**config.mk**
```make
export PLATFORM = sky130hd
export DESIGN_NAME = alu_arbiter
export DESIGN_NICKNAME = d
export VERILOG_FILES = /design/src/rtl/alu_pkg.sv /design/src/rtl/alu.sv /design/src/rtl/alu_arbiter.sv
export SDC_FILE = /design/constraint.sdc
export NUM_CORES = 1
export LEC_CHECK = 0
export ABC_CLOCK_PERIOD_IN_PS = 3500
export BUFFER_PORTS_ARGS = -buffer_cell sky130_fd_sc_hd__buf_4
export CAP_MARGIN = 20
export CORE_MARGIN = 2
export CORE_UTILIZATION = 25
export CTS_BUF_LIST = sky130_fd_sc_hd__clkbuf_8 sky130_fd_sc_hd__clkbuf_16
export DETAILED_ROUTE_END_ITERATION = 10
export REMOVE_ABC_BUFFERS = 1
export SLEW_MARGIN = 20
export SYNTH_ARGS = -nofsm -noshare
export SYNTH_HDL_FRONTEND = slang
export SYNTH_SLANG_ARGS = --single-unit
```
**constraint.sdc**
```tcl
create_clock -name clk -period 3.5 [get_ports clk]
set_input_delay 0.175 -clock clk [delete_from_list [all_inputs] [get_ports clk]]
set_output_delay 0.175 -clock clk [all_outputs]
set_load 0.005 [all_outputs]
```
**src/rtl/alu_pkg.sv**
```systemverilog
// alu_pkg: opcode constants and output-stage state shared by alu and alu_arbiter.
package alu_pkg;
    localparam logic [3:0] OP_AND   = 4'b0000;
    localparam logic [3:0] OP_ADD   = 4'b0010;
    localparam logic [3:0] OP_EQUAL = 4'b0110;
    localparam logic [3:0] OP_LESS  = 4'b1100;
    typedef enum logic {EMPTY, FULL} state_e;
endpackage

```
**src/rtl/alu.sv**
```systemverilog
// alu: combinational AND/ADD/EQUAL/unsigned-LESS unit; unknown opcodes yield zero.
module alu
    import alu_pkg::*;
#(
    parameter int DATA_WIDTH    = 32,
    parameter int OPCODE_LENGTH = 4
) (
    input  logic [DATA_WIDTH-1:0]    srca_i,
    input  logic [DATA_WIDTH-1:0]    srcb_i,
    input  logic [OPCODE_LENGTH-1:0] op_i,
    output logic [DATA_WIDTH-1:0]    result_o
);
    always_comb
        result_o = op_i == OPCODE_LENGTH'(OP_AND)   ? srca_i & srcb_i :
                   op_i == OPCODE_LENGTH'(OP_ADD)   ? srca_i + srcb_i :
                   op_i == OPCODE_LENGTH'(OP_EQUAL) ? DATA_WIDTH'(srca_i == srcb_i) :
                   op_i == OPCODE_LENGTH'(OP_LESS)  ? DATA_WIDTH'(srca_i < srcb_i) : '0;
endmodule

```
**src/rtl/alu_arbiter.sv**
```systemverilog
// alu_arbiter: round-robin arbiter for two requesters sharing one ALU,
// feeding a single-entry result register that refills in the cycle it drains.
module alu_arbiter
    import alu_pkg::*;
#(
    parameter int DATA_WIDTH    = 32,
    parameter int OPCODE_LENGTH = 4
) (
    input  logic                          clk,
    input  logic                          reset,
    input  logic [1:0]                    req_valid,
    output logic [1:0]                    req_ready,
    input  logic [1:0][DATA_WIDTH-1:0]    req_srca,
    input  logic [1:0][DATA_WIDTH-1:0]    req_srcb,
    input  logic [1:0][OPCODE_LENGTH-1:0] req_op,
    output logic                          rsp_valid,
    input  logic                          rsp_ready,
    output logic                          rsp_id,
    output logic [DATA_WIDTH-1:0]         rsp_data
);
    state_e state_q, state_d;
    logic last_q, last_d, id_q, id_d, sel, xfer;
    logic [1:0] grant;
    logic [DATA_WIDTH-1:0] data_q, data_d, alu_res;

    alu #(.DATA_WIDTH(DATA_WIDTH), .OPCODE_LENGTH(OPCODE_LENGTH)) u_alu (
        .srca_i  (req_srca[sel]),
        .srcb_i  (req_srcb[sel]),
        .op_i    (req_op[sel]),
        .result_o(alu_res)
    );

    // On a tie the requester that did not win last time is granted.
    always_comb begin
        grant = req_valid == 2'b11 ? (last_q ? 2'b01 : 2'b10) : req_valid;
        sel = grant[1];
        req_ready = (!reset && (state_q == EMPTY || rsp_ready)) ? grant : 2'b00;
        xfer = |req_ready;
        state_d = xfer ? FULL : rsp_ready ? EMPTY : state_q;
        last_d = xfer ? sel : last_q;
        id_d = xfer ? sel : id_q;
        data_d = xfer ? alu_res : data_q;
    end

    always_ff @(posedge clk) begin
        if (reset) begin
            state_q <= EMPTY;
            last_q <= 1'b1;
            id_q <= 1'b0;
            data_q <= '0;
        end else begin
            state_q <= state_d;
            last_q <= last_d;
            id_q <= id_d;
            data_q <= data_d;
        end
    end

    assign rsp_valid = state_q == FULL;
    assign rsp_id = id_q;
    assign rsp_data = data_q;
endmodule

```
# Word level (Yosys, flattened, before mapping)
# Cells that the tools add are included.
# totals
register_bits	35
latch_bits	0
ramBits	0
mem_bits_ro	0
inputBits	141
output_inout_bits	36
elab_cells	35
n_memories	0
# op_classes
addsub	1
multipliers	0
div	0
order_cmp	2
eq_ne	5
shifts	0
muxes	15
bitwise_logic	2
n_reduce_logical	6
# op_table
op	count
32-bit 2-to-1 mux	7
32-bit adder	1
32-bit AND	1
32-bit equality test	1
32-bit < comparator	1
4-bit 2-to-1 mux	2
2-bit 2-to-1 mux	3
4-bit by 2-bit equality test with 1-bit output, second input constant	1
4-bit by 3-bit equality test with 1-bit output, second input constant	1
4-bit equality test, second input constant	1
4-bit zero test	1
1-bit 2-to-1 mux	3
2-bit equality test, second input constant	1
1-bit by 2-bit < comparator with 1-bit output, second input constant	1
2-bit nonzero test	1
2-bit OR reduction	1
1-bit logical AND	1
1-bit zero test	1
1-bit logical OR	1
1-bit NOT	1

# Depth between registers and ports, before layout
# depth
depth_word	9
ltp_mapped	16
mapped_depth_nobuf	13

# Hierarchy
# Synthesis repeated with hierarchy kept, for this count alone.
# hier_totals
cells_unflattened	687
hier_area_um2	5231.3
# modules_own_cells
mod	n_inst	cells_each	area_per_inst_um2	seq_area_each_um2
alu	1	442	2929.1	0.0
alu_arbiter	1	245	2302.2	700.7

# Least setup slack after synthesis
# No wires, ideal clock.
# synth_path
path_type	flip-flop to flip-flop
from	reg last_q
to	reg data_q[28], in the netlist rsp_data[28]
setup_ns	0.087
arrival_time_ns	3.462
required_time_ns	3.413
setup_slack_ns	-0.049
path_stages_with_launch	15
path_buffers	4
synth_period_minus_slack_ns	3.549
path_cell_list	dfxtp_1 -> a21boi_2 -> buf_6 -> clkbuf_1 -> buf_1 -> mux2_2 -> ha_1 -> buf_2 -> nand4bb_1 -> or2_0 -> nand3b_1 -> or4_1 -> o22ai_1 -> mux2_2 -> o31ai_1
# synth_via
elab_chain_cells	7
word_cells_on_any_way	16
cone_classes	add/sub (1); eq/ne (1); mux (11); bitwise (1); reduce/logical (2)
# synth_lines
item	line	rtl
start: declaration	alu_arbiter.sv:22	logic last_q, last_d, id_q, id_d, sel, xfer;
start signal: assignment	alu_arbiter.sv:53	last_q <= last_d;
2-bit 2-to-1 mux * (2 in series)	alu_arbiter.sv:35	grant = req_valid == 2'b11 ? (last_q ? 2'b01 : 2'b10) : req_valid;
32-bit 2-to-1 mux (not written as such), or another cell as far along (2 in series)	alu_arbiter.sv:27	.srca_i (req_srca[sel]),
32-bit adder or 4-bit by 2-bit equality test with 1-bit output (tied branches)	alu.sv:15	op_i == OPCODE_LENGTH'(OP_ADD) ? srca_i + srcb_i :
32-bit 2-to-1 mux	alu.sv:15	
32-bit 2-to-1 mux	alu.sv:14	result_o = op_i == OPCODE_LENGTH'(OP_AND) ? srca_i & srcb_i :
end signal: assignment	alu_arbiter.sv:55	data_q <= data_d;
end: declaration	alu_arbiter.sv:24	logic [DATA_WIDTH-1:0] data_q, data_d, alu_res;
# Every way passes the cells marked *; elsewhere a longest branch is shown, timed or not. The select of a mux whose other input is x is not followed.
# A chain may end at the register's enable or synchronous reset.

# Worst setup path after layout
# layout_path
from	reg last_q
to	reg data_q[29], in the netlist rsp_data[29]
# Same word-level chain as after synthesis.

==> reports/qor.yml <==
outcome:
  status: "complete, no violations"
global_routing:
  vias_in_the_first_global_route: 5474
  grt.met1_usage_pct: 21.1
  top_usage_layer: "met2"
  gr_overflow_total: 0
  global_route_wire_length_before_repair_microns: 28000
  global_route.usage.met3_pct: 3.70
  groute.usage.overall_pct: 15.8
  largest_net_degree_at_the_start_of_global_routing: 43
  gr_layer_usage_met2_pct: 26.1
  antenna_found_initial: 0
critical_path:
  r2r_slack_ns: 0.13
  required_ns: 3.74
  rr_worst_depth: 11
  path_cells: "a21boi_4, buf_12, mux2_2, ha_1, nor2_1, a211oi_2, o21ai_0, nand2_1, a211o_1, or4_1, nand3_1"
  critical_path_arrival_ns: 3.61
  worstSetupPathType: "reg -> reg"
  family_with_the_most_delay_on_the_worst_path: "compound AO/OA/AOI/OAI gates"
  setup.worst_path.start_class: "flip-flop"
  critical_path_buf_inv_count: 1
  critical-path-slowest-cell: "or4_1"
  crit_fanout: 42
  regToRegStartpoint: "last_q$_SDFFE_PP1P_"
  end_of_the_worst_register_to_register_path: "rsp_data[29]$_SDFFE_PP0P_"
  setup.worst_path.end_class: "flip-flop"
  critical-path-max-stage-delay_ns: 0.54
timing:
  fin_crit_sh_pct: 96.3
  worst_hold_slack_ns: 0.226
  tightestPinTransition_ns: 0.825
  max_slew_margin_pct: 44.8
  finalHoldViolations: 0
  timing.final.max_slew_violations: 0
  min_period_ns: 3.37
  rsz_0062_raised_after_global_routing: "true"
  final_setup_fails: 0
  skew_ns: 0.00275
  fmaxAchievable_mhz: 297
  post_route_setup_slack_ns: 0.131
logic_synthesis:
  synth_enable_flop_cells: 0
  ys_warn_count: 0
  postSynthRegisterBits: 35
  postSynthAreaPerCell_sq_um: 7.63
  yosysSeqAreaShare_pct: 13.3
  synthArstFlopShare_pct: 0
  yosysMostFrequentCell: "ha_1"
  netlist-cell-type-count: 71
  postSynth.topFlopCell: "dfxtp_1"
  synth_top_cells_by_count: "64 x ha_1, 63 x a21oi_1, 54 x mux2_2, 51 x nor2_1, 50 x inv_1"
  synth_cells: 692
  synthesis.area_sq_um: 5280
  synth.largest_area_cell: "ha_1"
  yosysTopAreaCellShare_pct: 15.2
  synth.top_cells.by_area: "ha_1 15%, dfxtp_1 13%, mux2_2 12%"
routing:
  drt-total-wl_microns: 17800
  ant_nets: 0
  avgViaCountPerCell: 5.00
  vias: 5687
  drt_pass1_iterations: 5
  wire_per_inst_microns: 15.7
  drt_drc: 0
  drt_first_iter_violations: 320
finish:
  final_cell_area_sq_um: 7170
  antenna_cells: 0
  filler_cell_count: 2237
  layout.nets: 1068
  flow.area_growth_from_synthesis_pct: 35.7
  post_route_cells_drive_above_1_share_pct: 33.6
floorplanning:
  boundaryPins: 177
  die_area_sq_um: 22300
  dieHeight_microns: 149
  start_util_pct: 25.3
  die_x_microns: 149
  placementRows: 53
  core_area_sq_um: 20900
min_path:
  worst_hold_path_type: "in -> reg"
  hold-path-endpoint: "rsp_valid$_SDFFE_PP0P_"
  min-delay-start: "rsp_ready"
  hold_path_depth: 3
placed_design:
  gp_congestion: 0.924
  dp_hpwl_microns: 14400
  buffer_ports.inserted: 176
  pre_cts_slack_ns: 0.0836
  dpl-instance-area_sq_um: 6990
power_and_ir_drop:
  total_leakage_power_nw: 3.23
  peakVddDrop_mv: 0.132
  power_per_cell_area_nw_per_um2: 293
clocking:
  cts-hold-fix-buffers: 0
  cts.path.max_buffers: 2
  clock_buffer_count_from_cts: 5
  clk_latency_ns: 0.30
  tritoncts_clock_tree: "done"
  cts_root_buffer: "clkbuf_16"
  ctsHtreeMaxLevel: 2
  path_clk_slew_ns: 0.06
  cts.sink_count: 35
flow_run:
  maxCapViolCount: 0
-- per-stage QoR --
stage	TNS, ns	total power, mW	std cells	util (%)
6_report	0	2.10	1138	34.3
5_1_grt	-0.00287	2.26	1138	34.3
4_1_cts	0	2.10	1138	34.2
3_5_place_dp	0	1.62	1130	33.5
3_3_place_gp	0	1.62	1130	33.5
2_1_floorplan	-38.03	1.19	651	-
-- worst max path at each step --
stage	start	end	slack, ns	depth (start not counted)
floorplan	last_q$_SDFFE_PP1P_	rsp_data[28]$_SDFFE_PP0P_	-1.48	10
global placement	req_valid[0]	rsp_data[31]$_SDFFE_PP0P_	0.08	12
detailed placement	req_valid[0]	rsp_data[27]$_SDFFE_PP0P_	0.08	12
CTS	last_q$_SDFFE_PP1P_	rsp_data[31]$_SDFFE_PP0P_	0.05	11
global route	last_q$_SDFFE_PP1P_	rsp_data[28]$_SDFFE_PP0P_	-0.003	12
finish	last_q$_SDFFE_PP1P_	rsp_data[29]$_SDFFE_PP0P_	0.13	11
-- cells in the final DEF (no fill, tap or decap), types with 3 or more instances in the layout --
| cell | instances |
|---|---|
| buf_4 | 202 |
| a21oi_1 | 63 |
| ha_1 | 60 |
| mux2_2 | 54 |
| inv_1 | 51 |
| nor2_1 | 51 |
| o21ai_0 | 47 |
| nand2_1 | 42 |
| dfxtp_1 | 35 |
| nand3_1 | 19 |
| mux2i_1 | 17 |
| nor3_1 | 16 |
| xnor2_1 | 15 |
| nand2b_1 | 13 |
| o211ai_1 | 12 |
| nor2b_1 | 10 |
| o21bai_1 | 10 |
| o21a_1 | 10 |
| a31oi_1 | 9 |
| and3_1 | 7 |
| a221oi_1 | 6 |
| a22oi_1 | 6 |
| a21o_1 | 5 |
| o31ai_1 | 5 |
| a211o_1 | 5 |
| clkbuf_16 | 5 |
| and4b_1 | 4 |
| nor4_1 | 4 |
| a311oi_1 | 4 |
| xor2_1 | 4 |
| ha_2 | 4 |
| nand4b_1 | 3 |
| or4_1 | 3 |
-- area by class of cell --
type                       count  area, sq um  area share (%)
multi-input combinational    566         4240            59.1
timing repair buffer         204         1560            21.7
sequential                    35          701            9.77
tap                          275          344            4.80
inverter                      50          188            2.62
clock buffer                   5          125            1.74
clock inverter                 3         16.3           0.227
-- worst min-delay path, cell delays in order --
cell	delay [ns]
buf_4	0.08
nand2b_1	0.14
a21oi_1	0.08
-- power breakdown --
group	leakage [nW]	total, mW	internal [mW]	switching (mW)
clock	0.0710	0.467	0.261	0.207
combinational	2.88	1.20	0.555	0.646
sequential	0.286	0.435	0.421	0.0140
-- logic make-up (layout without fill, tap and decap cells) --
| group | after synthesis | in the layout | share of synthesized area (%) |
|---|---|---|---|
| compound gates | 212 | 212 | 25.8 |
| simple gates | 198 | 198 | 19.8 |
| buf+inv | 91 | 262 | 7.48 |
| mux | 72 | 72 | 15.0 |
| fa+ha+maj | 65 | 65 | 15.5 |
| flops | 35 | 35 | 13.3 |
| xor+xnor | 19 | 19 | 3.15 |
-- flip-flops by register name (all words and copies together), names as in the netlist --
| register | flops |
|---|---|
| last_q | 1 |
| rsp_data | 32 |
| rsp_id | 1 |
| rsp_valid | 1 |
-- repair_timing --
| action | CTS | global route |
|---|---|---|
| setup buffers | 0 | 0 |
| gates resized for setup | 0 | 9 |
| endpoints found under the setup margin | 0 | 5 |
-- per-layer routing --
metal  wire length, microns  share of wire, %
met3                   1290               7.2
met1                   8150                46
met2                   8190                46
met5                      0                 0
met4                    218               1.2
(Power assumes the default switching activity.)
